## src/rtl/serial_frame_tx_if.sv

```systemverilog
// Word handshake between a producer and the serial frame transmitter.
// The producer drives data/valid and the transmitter drives ready.
interface serial_frame_tx_if #(
   parameter int WIDTH = 8
) ();
   logic [WIDTH-1:0] data_in;
   logic             valid_in;
   logic             ready_out;

   modport master (output data_in, output valid_in, input ready_out);
   modport slave  (input data_in, input valid_in, output ready_out);
endinterface

```

## src/rtl/serial_frame_tx.sv

```systemverilog
// Parallel-to-serial transmitter: start bit (0), WIDTH data bits, stop bit (1),
// each bit held CLKS_PER_BIT clocks on q. All outputs are registered.
module serial_frame_tx #(
   parameter int WIDTH        = 8,
   parameter int CLKS_PER_BIT = 4,
   parameter bit MSB_FIRST    = 1'b0
) (
   input  logic              ck,
   input  logic              reset,
   serial_frame_tx_if.slave  s_if,
   output logic              q,
   output logic              busy,
   output logic              done
);
   localparam int CW = (CLKS_PER_BIT > 1) ? $clog2(CLKS_PER_BIT) : 1;
   localparam int IW = (WIDTH > 1) ? $clog2(WIDTH) : 1;
   localparam logic [CW-1:0] CNT_LAST = CW'(CLKS_PER_BIT - 1);
   localparam logic [CW-1:0] CNT_PRE  = CW'(CLKS_PER_BIT - 2);
   localparam logic [IW-1:0] IDX_LAST = IW'(WIDTH - 1);

   typedef enum logic [1:0] {S_IDLE, S_START, S_DATA, S_STOP} state_t;

   state_t           r_state;
   logic [CW-1:0]    r_cnt;
   logic [IW-1:0]    r_idx;
   logic [WIDTH-1:0] r_shift;
   logic             r_q;
   logic             r_busy;
   logic             r_done;
   logic             r_ready;

   logic [WIDTH-1:0] w_shifted;
   logic             w_head;
   logic             w_head_next;
   logic             w_tick_last;

   // The bit on the wire is always the head of the shift register.
   generate
      if (MSB_FIRST) begin : g_msb
         assign w_shifted   = r_shift << 1;
         assign w_head      = r_shift[WIDTH-1];
         assign w_head_next = w_shifted[WIDTH-1];
      end else begin : g_lsb
         assign w_shifted   = r_shift >> 1;
         assign w_head      = r_shift[0];
         assign w_head_next = w_shifted[0];
      end
   endgenerate

   assign w_tick_last = (r_cnt == CNT_LAST);

   always_ff @(posedge ck or negedge reset) begin
      if (!reset) begin
         r_state <= S_IDLE;
         r_cnt   <= '0;
         r_idx   <= '0;
         r_shift <= '0;
         r_q     <= 1'b1;
         r_busy  <= 1'b0;
         r_done  <= 1'b0;
         r_ready <= 1'b0;
      end else begin
         case (r_state)
            S_IDLE: begin
               r_ready <= 1'b1;
               r_done  <= 1'b0;
               if (s_if.valid_in && r_ready) begin
                  r_shift <= s_if.data_in;
                  r_state <= S_START;
                  r_cnt   <= '0;
                  r_q     <= 1'b0;
                  r_busy  <= 1'b1;
                  r_ready <= 1'b0;
               end
            end
            S_START: begin
               if (w_tick_last) begin
                  r_state <= S_DATA;
                  r_cnt   <= '0;
                  r_idx   <= '0;
                  r_q     <= w_head;
               end else begin
                  r_cnt <= r_cnt + 1'b1;
               end
            end
            S_DATA: begin
               if (w_tick_last) begin
                  r_cnt <= '0;
                  if (r_idx == IDX_LAST) begin
                     r_state <= S_STOP;
                     r_idx   <= '0;
                     r_q     <= 1'b1;
                     // A one-clock stop bit is its own final cycle.
                     r_done  <= (CLKS_PER_BIT == 1);
                  end else begin
                     r_idx   <= r_idx + 1'b1;
                     r_shift <= w_shifted;
                     r_q     <= w_head_next;
                  end
               end else begin
                  r_cnt <= r_cnt + 1'b1;
               end
            end
            S_STOP: begin
               if (w_tick_last) begin
                  r_state <= S_IDLE;
                  r_cnt   <= '0;
                  r_busy  <= 1'b0;
                  r_done  <= 1'b0;
                  r_ready <= 1'b1;
               end else begin
                  r_cnt  <= r_cnt + 1'b1;
                  r_done <= (r_cnt == CNT_PRE);
               end
            end
            default: begin
               r_state <= S_IDLE;
               r_q     <= 1'b1;
               r_busy  <= 1'b0;
               r_done  <= 1'b0;
            end
         endcase
      end
   end

   assign q              = r_q;
   assign busy           = r_busy;
   assign done           = r_done;
   assign s_if.ready_out = r_ready;
endmodule
```

## src/flat_wrapper.sv

```systemverilog
// flat-port wrapper written by rule: the top's interface ports become plain ports
module serial_frame_tx_flat 
#(
   parameter int WIDTH        = 8,
   parameter int CLKS_PER_BIT = 4,
   parameter bit MSB_FIRST    = 1'b0
)
  (ck, reset, q, busy, done, s_if_data_in, s_if_valid_in, s_if_ready_out);
  serial_frame_tx_if #(.WIDTH(WIDTH)) s_if_i ();
  input  logic ck;
  input  logic reset;
  output logic q;
  output logic busy;
  output logic done;
  input wire logic [$bits(s_if_i.data_in)-1:0] s_if_data_in;
  input wire logic [$bits(s_if_i.valid_in)-1:0] s_if_valid_in;
  output wire logic [$bits(s_if_i.ready_out)-1:0] s_if_ready_out;
  assign s_if_i.data_in = s_if_data_in;
  assign s_if_i.valid_in = s_if_valid_in;
  assign s_if_ready_out = s_if_i.ready_out;
  serial_frame_tx #(.WIDTH(WIDTH), .CLKS_PER_BIT(CLKS_PER_BIT), .MSB_FIRST(MSB_FIRST)) u_core (.ck(ck), .reset(reset), .s_if(s_if_i), .q(q), .busy(busy), .done(done));
endmodule
```

## config.mk

```make
export PLATFORM = sky130hd
export DESIGN_NAME = serial_frame_tx_flat
export DESIGN_NICKNAME = d
export VERILOG_FILES = /design/src/rtl/serial_frame_tx_if.sv /design/src/rtl/serial_frame_tx.sv /design/src/flat_wrapper.sv
export SDC_FILE = /design/constraint.sdc
export NUM_CORES = 1
export LEC_CHECK = 0
export ABC_AREA = 1
export CORE_MARGIN = 1
export CORE_UTILIZATION = 30
export DETAILED_ROUTE_END_ITERATION = 8
export DONT_BUFFER_PORTS = 1
export PLACE_DENSITY_LB_ADDON = 0.05
export SLEW_MARGIN = 20
export SYNTH_ARGS = -nofsm -noshare
export SYNTH_HDL_FRONTEND = slang
export SYNTH_SLANG_ARGS = --single-unit
export TNS_END_PERCENT = 10
```

## constraint.sdc

```tcl
create_clock -name ck -period 2.6 [get_ports ck]
set_input_delay 0.78 -clock ck [delete_from_list [all_inputs] [get_ports ck]]
set_output_delay 0.78 -clock ck [all_outputs]
set_load 0.02 [all_outputs]
```

==> results.yml <==
power:
  p_sw_uw: 754
  p_comb_share_pct: 50.6
  p_clk_share_pct: 14.0
  p_per_area_nw_per_um2: 1290
  ir_drop_v: 0.000534
  internal_power_uw: 799
  power.leakage_nw: 0.680
  seqPwrFrac_pct: 35.4
  switching_share_pct: 48.6
global_route:
  grt_pass1_vias: 902
  grt_pass1_wl_mm: 4.28
  grt_max_degree: 20
  overflow: 0
  grt.total_usage_pct: 13.8
  antenna_found_initial: 0
  grt_use_met2_pct: 22.3
  grt_use_met3_pct: 3.83
  top_usage_layer: "met2"
  grt_use_met1_pct: 18.6
synth:
  syn_area_um2: 1110
  ys_seq_area_share_pct: 43.0
  netlist_top_cells_area: "dfrtp_1, nand2_1, ha_1"
  ys_seq_elements: 19
  synth_fp_nets: 170
  synth_top_cell_area_share_pct: 40.6
  synth_cell_types: 14
  syn_inst: 148
  yosysTopAreaCell: "dfrtp_1"
  ys_warn_count: 0
  synth.avg_cell_area_um2: 7.50
die:
  start_util_pct: 32.2
  core_um2: 3440
  num_rows: 21
  die_x_um: 62.8
  pin_count: 15
  die_h_um: 62.8
  dieArea_um2: 3950
critical_path:
  worstPathArrival_ns: 2.11
  crit_top_cell: "nand2_1"
  cp_max_fo: 13
  r2r-end: "u_core.r_shift[6]$_DFFE_PN0P_"
  r2r_slack_ns: 0.65
  start_kind: "register"
  crit_family: "simple AND/OR/NAND/NOR gates"
  worstPathCellList: "inv_1, ha_1, inv_2, nand2_2, nand4_2, nand2_1, nand2_1"
  endpoint_kind: "register"
  crit_type: "register to register"
  r2r_cells: 7
  path_buf_inv: 2
  crit_required_ns: 2.75
  slowest_delay_ns: 0.50
  cp_slowest_cell: "ha_1"
  rr_startpoint: "u_core.r_state[0]$_DFFE_PN0P_"
cts:
  cts_tree: "built"
  clkTransAtPathRegs_ns: 0.08
  cts.sinks: 19
  clk_latency_ns: 0.26
  ctsResizeCount: 0
  postCtsSetupRepairBufs: 0
  cts_hold_buf: 0
  clk_path_buf_depth: 2
  numCtsBuffers: 3
  cts_root_buf: "clkbuf_8"
  h-tree-depth: 1
min_path:
  hold_class: "primary input to async pin"
timing:
  skew_ns: 0.00412
  min_period_ns: 1.95
  hold_viol_final: 0
  max-slew-margin-rel_pct: 65.2
  tns_ns: 0
  fmax_ghz: 0.512
  setup_viol: 0
  maxSlewViolCount: 0
  rsz0062_at_grt: "false"
  fin_crit_sh_pct: 75.1
  worstMarginPinSlew_ns: 0.522
  setup_ws_ns: 0.647
finish:
  final_common_cell: "nand2_1"
  syn_to_final_growth_pct: 8.91
  fillers: 369
  final_cell_mix: "nand2_1, dfrtp_1, inv_1, ha_1, o21ai_0"
  diodes: 0
  fin_nets: 174
  final_layout_size_suffix_gt1_share_pct: 7.28
detailed_routing:
  routed_wirelength_mm: 2.37
  drc: 0
  first_iter_violations: 36
  postRouteAntennaNets: 0
  avgViaCountPerCell: 4.50
  vias: 886
  routedWlPerCell_um: 12.0
  dr.pass1.iters: 4
placed_design:
  io_buffer_count: 0
  gp_congestion: 0.740
  dp_slack_ns: 0.673
  post-dp-hpwl_mm: 1.72
flow_run:
  drv_cap: 0
status:
  status: "finished clean"
-- through the flow --
step           power, mW  std cells  hold slack, ns  util, %  cell area, um2
3_3_place_gp        1.36        193           0.457     33.8            1160
6_report            1.55        197           0.200     35.1            1210
5_1_grt             1.74        197           0.185     35.1            1210
2_1_floorplan       1.16        148           0.442        -            1110
4_1_cts             1.58        197           0.190     35.1            1210
3_5_place_dp        1.35        193           0.459     33.8            1160
-- cell families (layout without fill, tap and decap cells) --
logic type / count (synthesis) / in the layout / synth area share, %
flops: 19 / 19 / 43.0
fa+ha+maj: 11 / 11 / 12.4
simple gates: 92 / 92 / 34.0
buf+inv: 15 / 18 / 5.19
compound gates: 11 / 11 / 5.41
-- worst max path at each step --
stage	startpoint	to	slack [ns]	depth (start not counted)
after detailed placement	u_core.r_state[0]$_DFFE_PN0P_	u_core.r_shift[4]$_DFFE_PN0P_	0.67	7
after CTS	u_core.r_state[0]$_DFFE_PN0P_	u_core.r_shift[6]$_DFFE_PN0P_	0.66	7
after global routing	u_core.r_state[0]$_DFFE_PN0P_	u_core.r_shift[0]$_DFFE_PN0P_	0.45	7
final	u_core.r_state[0]$_DFFE_PN0P_	u_core.r_shift[6]$_DFFE_PN0P_	0.65	7
after floorplan	s_if_valid_in	u_core.r_shift[0]$_DFFE_PN0P_	1.19	6
after global placement	u_core.r_state[0]$_DFFE_PN0P_	u_core.r_shift[6]$_DFFE_PN0P_	0.73	7
-- flip-flops by register name, summed over array words and instances (netlist names) --
signal and flops:
u_core.busy 1, u_core.done 1, u_core.q 1, u_core.r_cnt 2, u_core.r_idx 3, u_core.r_shift 8
u_core.r_state 2, u_core.s_if.ready_out 1
-- cell type report --
cell class	count	area, um2	area share [%]
multi-input cells	114	576	47.6
flip-flops and latches	19	477	39.4
well taps	46	57.6	4.76
inverters	14	52.6	4.35
clock buffers	3	41.3	3.42
clock inverters	1	5.00	0.414
-- cells in the mapped netlist --
| cell type | instances |
|---|---|
| o21ai_0 | 9 |
| nand2_1 | 72 |
| nand4_2 | 1 |
| inv_1 | 13 |
| buf_2 | 1 |
| o21bai_1 | 2 |
| dfrtp_1 | 18 |
| inv_2 | 1 |
| nand2_2 | 3 |
| nor2_1 | 8 |
| nor2_4 | 1 |
| dfstp_2 | 1 |
| nand3_1 | 7 |
| ha_1 | 11 |
-- power groups by stage --
stage | sequential, mW | clock [mW] | combinational, mW
after CTS | 0.552 | 0.229 | 0.799
after global routing | 0.569 | 0.237 | 0.938
after global placement | 0.558 | 0 | 0.799
after floorplan | 0.536 | 0 | 0.624
after detailed placement | 0.558 | 0 | 0.792
final | 0.551 | 0.218 | 0.786
-- layer usage --
| metal | share of wire, % | vias up | wire (um) |
|---|---|---|---|
| met4 | 0 | 0 | 0 |
| li1 | - | 460 | - |
| met5 | 0 | - | 0 |
| met1 | 50 | 411 | 1190 |
| met3 | 4.1 | 0 | 96 |
| met2 | 46 | 15 | 1080 |
-- worst reg2reg max path, stage by stage, from the launching register on --
cell,delay [ns]
dfrtp_1,0.44
inv_1,0.13
ha_1,0.50
inv_2,0.21
nand2_2,0.15
nand4_2,0.24
nand2_1,0.13
nand2_1,0.06
Note: power is estimated with default switching activity, not from simulation.
